### src/rtl/sn_tile_receiver.sv
// sn_tile_receiver: tile-side endpoint of the signaling ring message protocol.
// Accepts a start message addressed to this tile and latches the workload base
// address and byte length. It splits the workload into burst-sized work
// requests, tracks outstanding completions, then raises done for the GC under
// a four-phase handshake (done held until op drops).
//
// Ports:
//   clk, rst              clock, synchronous active-high reset
//   my_tile               this tile's ID (static after reset)
//   op, tile, addr, len   GC message: valid/start, destination, base, bytes
//   done                  workload complete acknowledge to GC
//   req_valid/req_ready   work request handshake toward the work engine
//   req_addr, req_len     request address and byte count (1..BURST_BYTES)
//   cmp_valid             one-cycle pulse per completed request
//   busy                  block is not idle
//   cmp_err               sticky: completion seen with nothing outstanding
module sn_tile_receiver #(
    parameter int unsigned TILE_WIDTH      = 4,
    parameter int unsigned ADDR_WIDTH      = 64,
    parameter int unsigned WL_LEN_BITS     = 32,
    parameter int unsigned BURST_BYTES     = 64,
    parameter int unsigned MAX_OUTSTANDING = 8
) (
    input  logic                   clk,
    input  logic                   rst,
    input  logic [TILE_WIDTH-1:0]  my_tile,
    input  logic                   op,
    input  logic [TILE_WIDTH-1:0]  tile,
    input  logic [ADDR_WIDTH-1:0]  addr,
    input  logic [WL_LEN_BITS-1:0] len,
    output logic                   done,
    output logic                   req_valid,
    input  logic                   req_ready,
    output logic [ADDR_WIDTH-1:0]  req_addr,
    output logic [WL_LEN_BITS-1:0] req_len,
    input  logic                   cmp_valid,
    output logic                   busy,
    output logic                   cmp_err
);

    localparam int unsigned CNT_W = $clog2(MAX_OUTSTANDING + 1);
    localparam logic [CNT_W-1:0]       MAX_CNT    = CNT_W'(MAX_OUTSTANDING);
    localparam logic [WL_LEN_BITS-1:0] BURST_LEN  = WL_LEN_BITS'(BURST_BYTES);
    localparam logic [ADDR_WIDTH-1:0]  BURST_STEP = ADDR_WIDTH'(BURST_BYTES);

    typedef enum logic [1:0] {StIdle, StIssue, StDrain, StAck} state_e;

    state_e                 state_q, state_d;
    logic [ADDR_WIDTH-1:0]  cur_addr_q, cur_addr_d;
    logic [WL_LEN_BITS-1:0] remain_q, remain_d;
    logic [CNT_W-1:0]       out_cnt_q, out_cnt_d;
    logic                   cmp_err_q, cmp_err_d;

    logic [WL_LEN_BITS-1:0] burst_len;
    logic                   accept;
    logic                   cmp_ok;

    always_comb begin
        state_d    = state_q;
        cur_addr_d = cur_addr_q;
        remain_d   = remain_q;
        cmp_err_d  = cmp_err_q;

        burst_len = (remain_q < BURST_LEN) ? remain_q : BURST_LEN;

        // Issue gating uses only registered state so it never depends on req_ready.
        req_valid = (state_q == StIssue) && (out_cnt_q < MAX_CNT);
        req_addr  = (state_q == StIssue) ? cur_addr_q : '0;
        req_len   = (state_q == StIssue) ? burst_len : '0;
        done      = (state_q == StAck);
        busy      = (state_q != StIdle);
        cmp_err   = cmp_err_q;

        accept = req_valid && req_ready;
        // A completion with nothing outstanding is flagged, not counted.
        cmp_ok = cmp_valid && (out_cnt_q != '0);
        if (cmp_valid && (out_cnt_q == '0)) begin
            cmp_err_d = 1'b1;
        end
        out_cnt_d = out_cnt_q + CNT_W'(accept) - CNT_W'(cmp_ok);

        unique case (state_q)
            StIdle: begin
                if (op && (tile == my_tile)) begin
                    cur_addr_d = addr;
                    remain_d   = len;
                    state_d    = (len == '0) ? StAck : StIssue;
                end
            end
            StIssue: begin
                if (accept) begin
                    cur_addr_d = cur_addr_q + BURST_STEP;
                    remain_d   = remain_q - burst_len;
                    if (remain_q == burst_len) begin
                        state_d = StDrain;
                    end
                end
            end
            StDrain: begin
                if (out_cnt_q == '0) begin
                    state_d = StAck;
                end
            end
            StAck: begin
                if (!op) begin
                    state_d = StIdle;
                end
            end
            default: state_d = StIdle;
        endcase
    end

    always_ff @(posedge clk) begin
        if (rst) begin
            state_q    <= StIdle;
            cur_addr_q <= '0;
            remain_q   <= '0;
            out_cnt_q  <= '0;
            cmp_err_q  <= 1'b0;
        end else begin
            state_q    <= state_d;
            cur_addr_q <= cur_addr_d;
            remain_q   <= remain_d;
            out_cnt_q  <= out_cnt_d;
            cmp_err_q  <= cmp_err_d;
        end
    end

endmodule

### config.mk
export PLATFORM = sky130hd
export DESIGN_NAME = sn_tile_receiver
export DESIGN_NICKNAME = d
export VERILOG_FILES = /design/src/rtl/sn_tile_receiver.sv
export SDC_FILE = /design/constraint.sdc
export NUM_CORES = 1
export LEC_CHECK = 0
export ABC_AREA = 1
export CORE_ASPECT_RATIO = 1.1
export CORE_MARGIN = 2
export CORE_UTILIZATION = 50
export DETAILED_ROUTE_END_ITERATION = 10
export PLACE_DENSITY = 0.9
export SLEW_MARGIN = 20
export SYNTH_ARGS = -nofsm -noshare
export SYNTH_HDL_FRONTEND = slang
export SYNTH_SLANG_ARGS = --single-unit
### constraint.sdc
create_clock -name clk -period 6.02 [get_ports clk]
set_input_delay 0.602 -clock clk [delete_from_list [all_inputs] [get_ports clk]]
set_output_delay 0.602 -clock clk [all_outputs]
set_load 0.02 [all_outputs]
-- Yosys cells after proc, flatten, opt, wreduce, memory -nomap -nowiden
Cells that the tools add are included.
- add/subtract/negate cells: 4
- equal/unequal tests: 10
- muxes and demuxes: 16
- $lt $le $gt $ge: 2
- reductions and logical operators: 13
- operators with widths (kind ; number):
    two-way mux 64 bit ; 3
    two-way mux 32 bit ; 4
    one-hot mux 64 bit (2 select lines) ; 1
    adder 64 x 7 -> 64 bit (second input constant) ; 1
    one-hot mux 32 bit (2 select lines) ; 1
    equality test 32 bit ; 1
    logical NOT 32 bit ; 1
    < comparator 32 x 7 -> 1 bit (second input constant) ; 1
    subtractor 32 bit ; 1
    two-way mux 2 bit ; 6
    inequality test 2 bit (second input constant) ; 4
    one-hot mux 2 bit (4 select lines) ; 1
    logical AND 1 bit ; 5
    AND reduction 5 bit ; 1
    adder 4 x 1 -> 4 bit ; 1
    equality test 2 bit (second input constant) ; 2
    equality test 4 bit ; 1
    logical NOT 4 bit ; 1
    < comparator 4 bit (second input constant) ; 1
    nonzero test 2 bit ; 2
    nonzero test 4 bit ; 1
    subtractor 4 x 1 -> 4 bit ; 1
    AND reduction 3 bit ; 1
    equality test 2 x 1 -> 1 bit (second input constant) ; 1
    other kinds (2) ; 2
- logic and storage cells: 50
- register bits after elaboration: 103
- input port bits: 109
- output and inout bits: 100

-- Longest topological paths before layout
- depth after elaboration: 6
- mapped depth: 18
- depth with buffers taken out: 18

-- Least setup slack after synthesis
OpenSTA, ideal clock, no wires.
- path kind: reg2out
- from: register state_q[1]
- to: output port req_addr[31]
- cell stages (with the launch flop): 9
- arrival: 1.900 ns
- required time: 5.418 ns
- setup slack: 3.518 ns
- path buffers: 4
- path through: dfxtp_1 -> inv_1 -> ha_1 -> clkbuf_1 -> clkbuf_1 -> buf_1 -> buf_1 -> nand2_1 -> inv_1
- longest elaborated chain between the ends: 2
- RTL lines (item ; line ; text):
    start: declaration ; 48 ; state_e state_q, state_d;
    start signal: assignment ; 115 ; state_q <= StIdle;
    start signal: assignment ; 121 ; state_q <= state_d;
    equality test 2 x 1 -> 1 bit ; 68 ; req_addr = (state_q == StIssue) ? cur_addr_q : '0;
    two-way mux 64 bit ; 68 ;
    end: declaration ; 34 ; output logic [ADDR_WIDTH-1:0] req_addr,
No other way between the ends.

-- Worst setup path in the final report
- from: register state_q[1]
- to: register cur_addr_q[35]
- longest elaborated chain between the ends: 5
- elaborated cells on any way between the ends: 9
- those cells by class: 3 x eq/ne; 1 x mux; 5 x reduce/logical
- RTL lines (item ; line ; text):
    equality test 2 x 1 -> 1 bit ; 67, 82 ;
    logical AND 1 bit ; 67 ; req_valid = (state_q == StIssue) && (out_cnt_q < MAX_CNT);
    logical AND 1 bit ; 74 ; accept = req_valid && req_ready;
    inequality test 2 bit (no source line) ; n/a ;
    AND reduction 3 bit (no source line) ; n/a ;
    end signal: assignment ; 122 ; cur_addr_q <= cur_addr_d;
    end: declaration ; 49 ; logic [ADDR_WIDTH-1:0] cur_addr_q, cur_addr_d;
Parallel ways exist; a longest one is shown, timed or not.
A chain may end at the register's enable or synchronous reset.

==> reports/qor_table.md <==
| Stage | Result | Reported |
| --- | --- | --- |
| drt | Count of vias placed by the detailed router | 9434 |
| min path | Class of the tightest hold or removal check | reg -> reg |
| worst setup path | Worst endpoint required time | 6.29 ns |
| floorplanning | Starting density of the core | 0.506 |
| timing | Share of the clock period used by the worst path after layout | 0.674 |
| floorplanning | Row cnt | 49 |
| timing | Worst rel slew slack | 0.294 |
| floorplanning | Horiz. Die Dim | 126 um |
| clocking | Setup Buffers After CTS | 0 |
| global route | Overall track demand over capacity in global routing | 0.286 |
| power and ir drop | VDD IR-drop max | 0.292 mV |
| worst setup path | Source of the worst register-to-register timing path | state_q[1] |
| clocking | Root Driver | clkbuf_16 |
| final layout | Synth-to-Final Area Change | 25.5% |
| clocking | Later-pin clock latency in the skew report | 0.37 ns |
| drt | Routed Antenna Nets | 0 |
| clocking | Clock edge transition at the registers on the reported setup and hold paths | 0.08 ns |
| job | Number of max-cap violations | 0 |
| yosys | Post-synthesis instance area | 8210 sq um |
| yosys | Number of unique standard cell types used by synthesis | 56 |
| timing | Count of endpoints failing hold in the final timing report | 0 |
| drt | Routed WL per cell | 15.2 um |
| timing | Setup Skew | 0.00985 ns |
| clocking | H-tree depth | 3 |
| power and ir drop | Leakage power summed over all cells | 4.58 nW |
| floorplanning | Area of the placeable core | 16200 sq um |
| timing | Number of max-slew violations in the final report | 0 |
| place | Number of I/O port buffers | 183 |
| power and ir drop | Relative contribution of the clock network to total power | 0.168 |
| yosys | Sequential-to-total area share from yosys stat | 0.251 |
| clocking | Count of hold-fix buffers inserted at cts | 0 |
| power and ir drop | Reg power frac | 0.269 |
| global route | Number of antenna violations at the first check in global routing | 0 |
| yosys | Post-synthesis async set-or-reset flop share | 0 |
| final layout | Share of cells above drive strength 1 | 0.0645 |
| floorplanning | Height of the chip | 138 um |
| worst setup path | R2R Setup Slk | 1.96 ns |
| global route | Largest net degree at the start of global routing | 102 |
| drt | Iteration-0 DRC Markers | 862 |
| worst setup path | Data arrival time of the critical path | 4.32 ns |
| final layout | Number of antenna diodes | 0 |
| worst setup path | Largest delay share family, worst path | buffers and inverters |
| outcome | Outcome | complete, no violations |
| timing | Measured slew at the worst slew-check pin | 1.06 ns |
| yosys | Most used flip-flop cell after synthesis | dfxtp_1 |
| global route | Wire length of the first global-routing pass | 42000 um |
| worst setup path | Number of buffers and inverters on the critical path | 5 |
| worst setup path | Worst Setup EP | cur_addr_q[35] |
| final layout | Nets@finish | 1605 |
| drt | Final WL | 25700 um |
| final layout | Filler instances | 1467 |
| timing | Highest clock frequency the design can meet | 247 MHz |
| clocking | Clock sink total | 103 |
| clocking | Number of buffers added by the clock tree synthesis step | 9 |
| worst setup path | Critical path cell sequence | inv_1 > ha_4 > clkinv_2 > nor2_1 > nand2_1 > nand2_1 > nand2_2 > inv_2 > buf_4 > nand3_1 > o221ai_1 > inv_1 |
| worst setup path | Kind of capture point of the worst setup path | register |
| yosys | Cell count after synthesis | 1346 |
| place | Final GP Congestion | 0.968 |
| power and ir drop | Pint | 0.00183 W |
| min path | Depth of the worst hold-timing path | 2 |
| timing | Final critical delay including setup and external delays | 4.06 ns |
| worst setup path | Worst-path maximum fanout | 50 |
| floorplanning | Top Ports | 209 |
| timing | Aggregate negative setup slack | 0 ns |
| worst setup path | Path length in cells of the critical path | 12 |
| drt | Post-detailed-route via-to-cell ratio | 5.58 |
| timing | Final setup violation count | 0 |
| power and ir drop | Net Sw Frac | 0.495 |
| power and ir drop | Power consumption | 0.00362 W |
| worst setup path | Worst setup path startpoint | state_q[1] |
| worst setup path | Depth of the worst register-to-register path | 12 |
| clocking | Number of gates resized after CTS | 0 |
| drt | Remaining design rule violation count | 0 |
| clocking | Clock tree from TritonCTS | yes |
| clocking | Clock Path Buffers | 2 |
| power and ir drop | Comb pwr share | 0.563 |
| global route | Via count of the first global-routing pass | 8742 |
| worst setup path | Cell with the biggest individual delay on the critical path | inv_2 |
| global route | Overflow left after global routing | 0 |
| power and ir drop | Power per standard cell area | 351 nW/um^2 |
| worst setup path | CP max stage delay | 0.66 ns |
| yosys | Avg Inst Size Synth | 6.10 sq um |
| yosys | Number of enable-type register cells in the synthesized netlist | 0 |
| worst setup path | Worst Path Class, Setup | reg -> reg |
| yosys | Synth warnings | 0 |
| worst setup path | Worst reg2reg endpoint | cur_addr_q[35] |
| drt | Length of the first detailed-routing pass in iterations | 6 |
| yosys | Register bit count reported by yosys | 103 |
| power and ir drop | Net load switching power | 0.00179 W |
| worst setup path | Sort of element at the start of the critical path | register |
| place | Estimated wirelength of the detail-placed design | 18700 um |
| floorplanning | Area enclosed by the die boundary | 17500 sq um |
| timing | Unrepaired setup endpoints after global routing | no |
==> flip-flops by register name (all words and copies together) (netlist names) <==
signal	count
out_cnt_q	4
cmp_err	1
state_q	2
cur_addr_q	64
remain_q	32
==> cell usage in the layout, fill, tap and decap left out, types with 19 or more instances in the layout <==
master	Yosys	routed
nand4_1	31	31
nor3_1	38	38
nand2_1	323	322
a31oi_1	24	24
nand3_1	62	62
a21oi_1	95	95
nor4_1	20	19
clkdlybuf4s50_1	0	183
o21ai_0	83	83
dfxtp_1	103	103
nor2_1	145	145
inv_1	169	168
conb_1	2	26
==> synthesized netlist by cell type, drive strengths merged (3+ instances only) <==
cell type | instances | area [sq um]
a31oi | 24 | 150
o2111ai | 3 | 26.3
buf | 40 | 260
nor4 | 21 | 146
a211oi | 3 | 22.5
nand2 | 335 | 1300
clkinv | 3 | 15.0
inv | 181 | 679
a21oi | 100 | 519
dfxtp | 103 | 2060
clkbuf | 47 | 176
nand4 | 34 | 249
a221oi | 7 | 61.3
nor2 | 163 | 734
xor2 | 15 | 131
o21ai | 92 | 464
nor3 | 43 | 246
nand3 | 70 | 413
xnor2 | 10 | 87.6
or2 | 3 | 18.8
nand3b | 9 | 80.1
o211ai | 12 | 90.1
ha | 12 | 150
==> metrics by stage <==
stage	hold WS (ns)	cells	cell area (sq um)	setup slack, ns	util
2_1_floorplan	0.444	1370	8300	3.52	-
3_3_place_gp	0.443	1676	10000	2.16	0.616
3_5_place_dp	0.451	1676	10000	2.03	0.616
4_1_cts	0.462	1692	10300	2.02	0.634
5_1_grt	0.482	1692	10300	1.51	0.635
6_report	0.458	1692	10300	1.96	0.635
==> power groups by stage <==
stage                     combinational, W  sequential [W]  clock (W)
after CTS                          0.00201        0.000965   0.000600
after global routing               0.00226        0.000991   0.000629
after global placement             0.00195        0.000972          0
after floorplan                    0.00157        0.000939          0
after detailed placement           0.00199        0.000979          0
final                              0.00204        0.000972   0.000608
==> worst min path at each step <==
stage / slack (ns) / start / to
final: 0.46 / cmp_err / cmp_err
after global routing: 0.48 / cur_addr_q[4] / cur_addr_q[4]
after CTS: 0.46 / cmp_err / cmp_err
after detailed placement: 0.45 / cmp_err / cmp_err
after global placement: 0.44 / cmp_err / cmp_err
after floorplan: 0.44 / remain_q[0] / remain_q[0]
==> final cells by class <==
class	count	area (sq um)	area share
multi-input cells	996	5130	0.498
clock inverters	6	61.3	0.00595
inverters	184	696	0.0675
well taps	204	255	0.0248
repair buffers	189	1880	0.182
flip-flops and latches	103	2060	0.200
clock buffers	10	229	0.0222
==> routing by layer <==
layer | wire (um) | vias up | GRT usage
met5 | 0 | - | 0
li1 | - | 4626 | -
met4 | 1020 | 0 | 0.120
met2 | 12400 | 497 | 0.483
met1 | 10300 | 4231 | 0.364
met3 | 2030 | 80 | 0.0418
==> kinds of logic after synthesis <==
logic type	Yosys count	synth area share
AOI/OAI and AO/OA	250	0.171
xor gates and xnor gates	25	0.0267
adders and majority gates	13	0.0207
buffers and inverters	271	0.138
DFF	103	0.251
other	2	0.000914
and+or+nand+nor	682	0.392
==> tightest hold or removal path, delay by kind of cell, from the launching register on <==
| family | cells | cell delay [ns] |
|---|---|---|
| compound gates | 1 | 0.05 |
| buf+inv | 1 | 0.05 |
| flops | 1 | 0.31 |
Note: power is estimated with default switching activity, not from simulation.
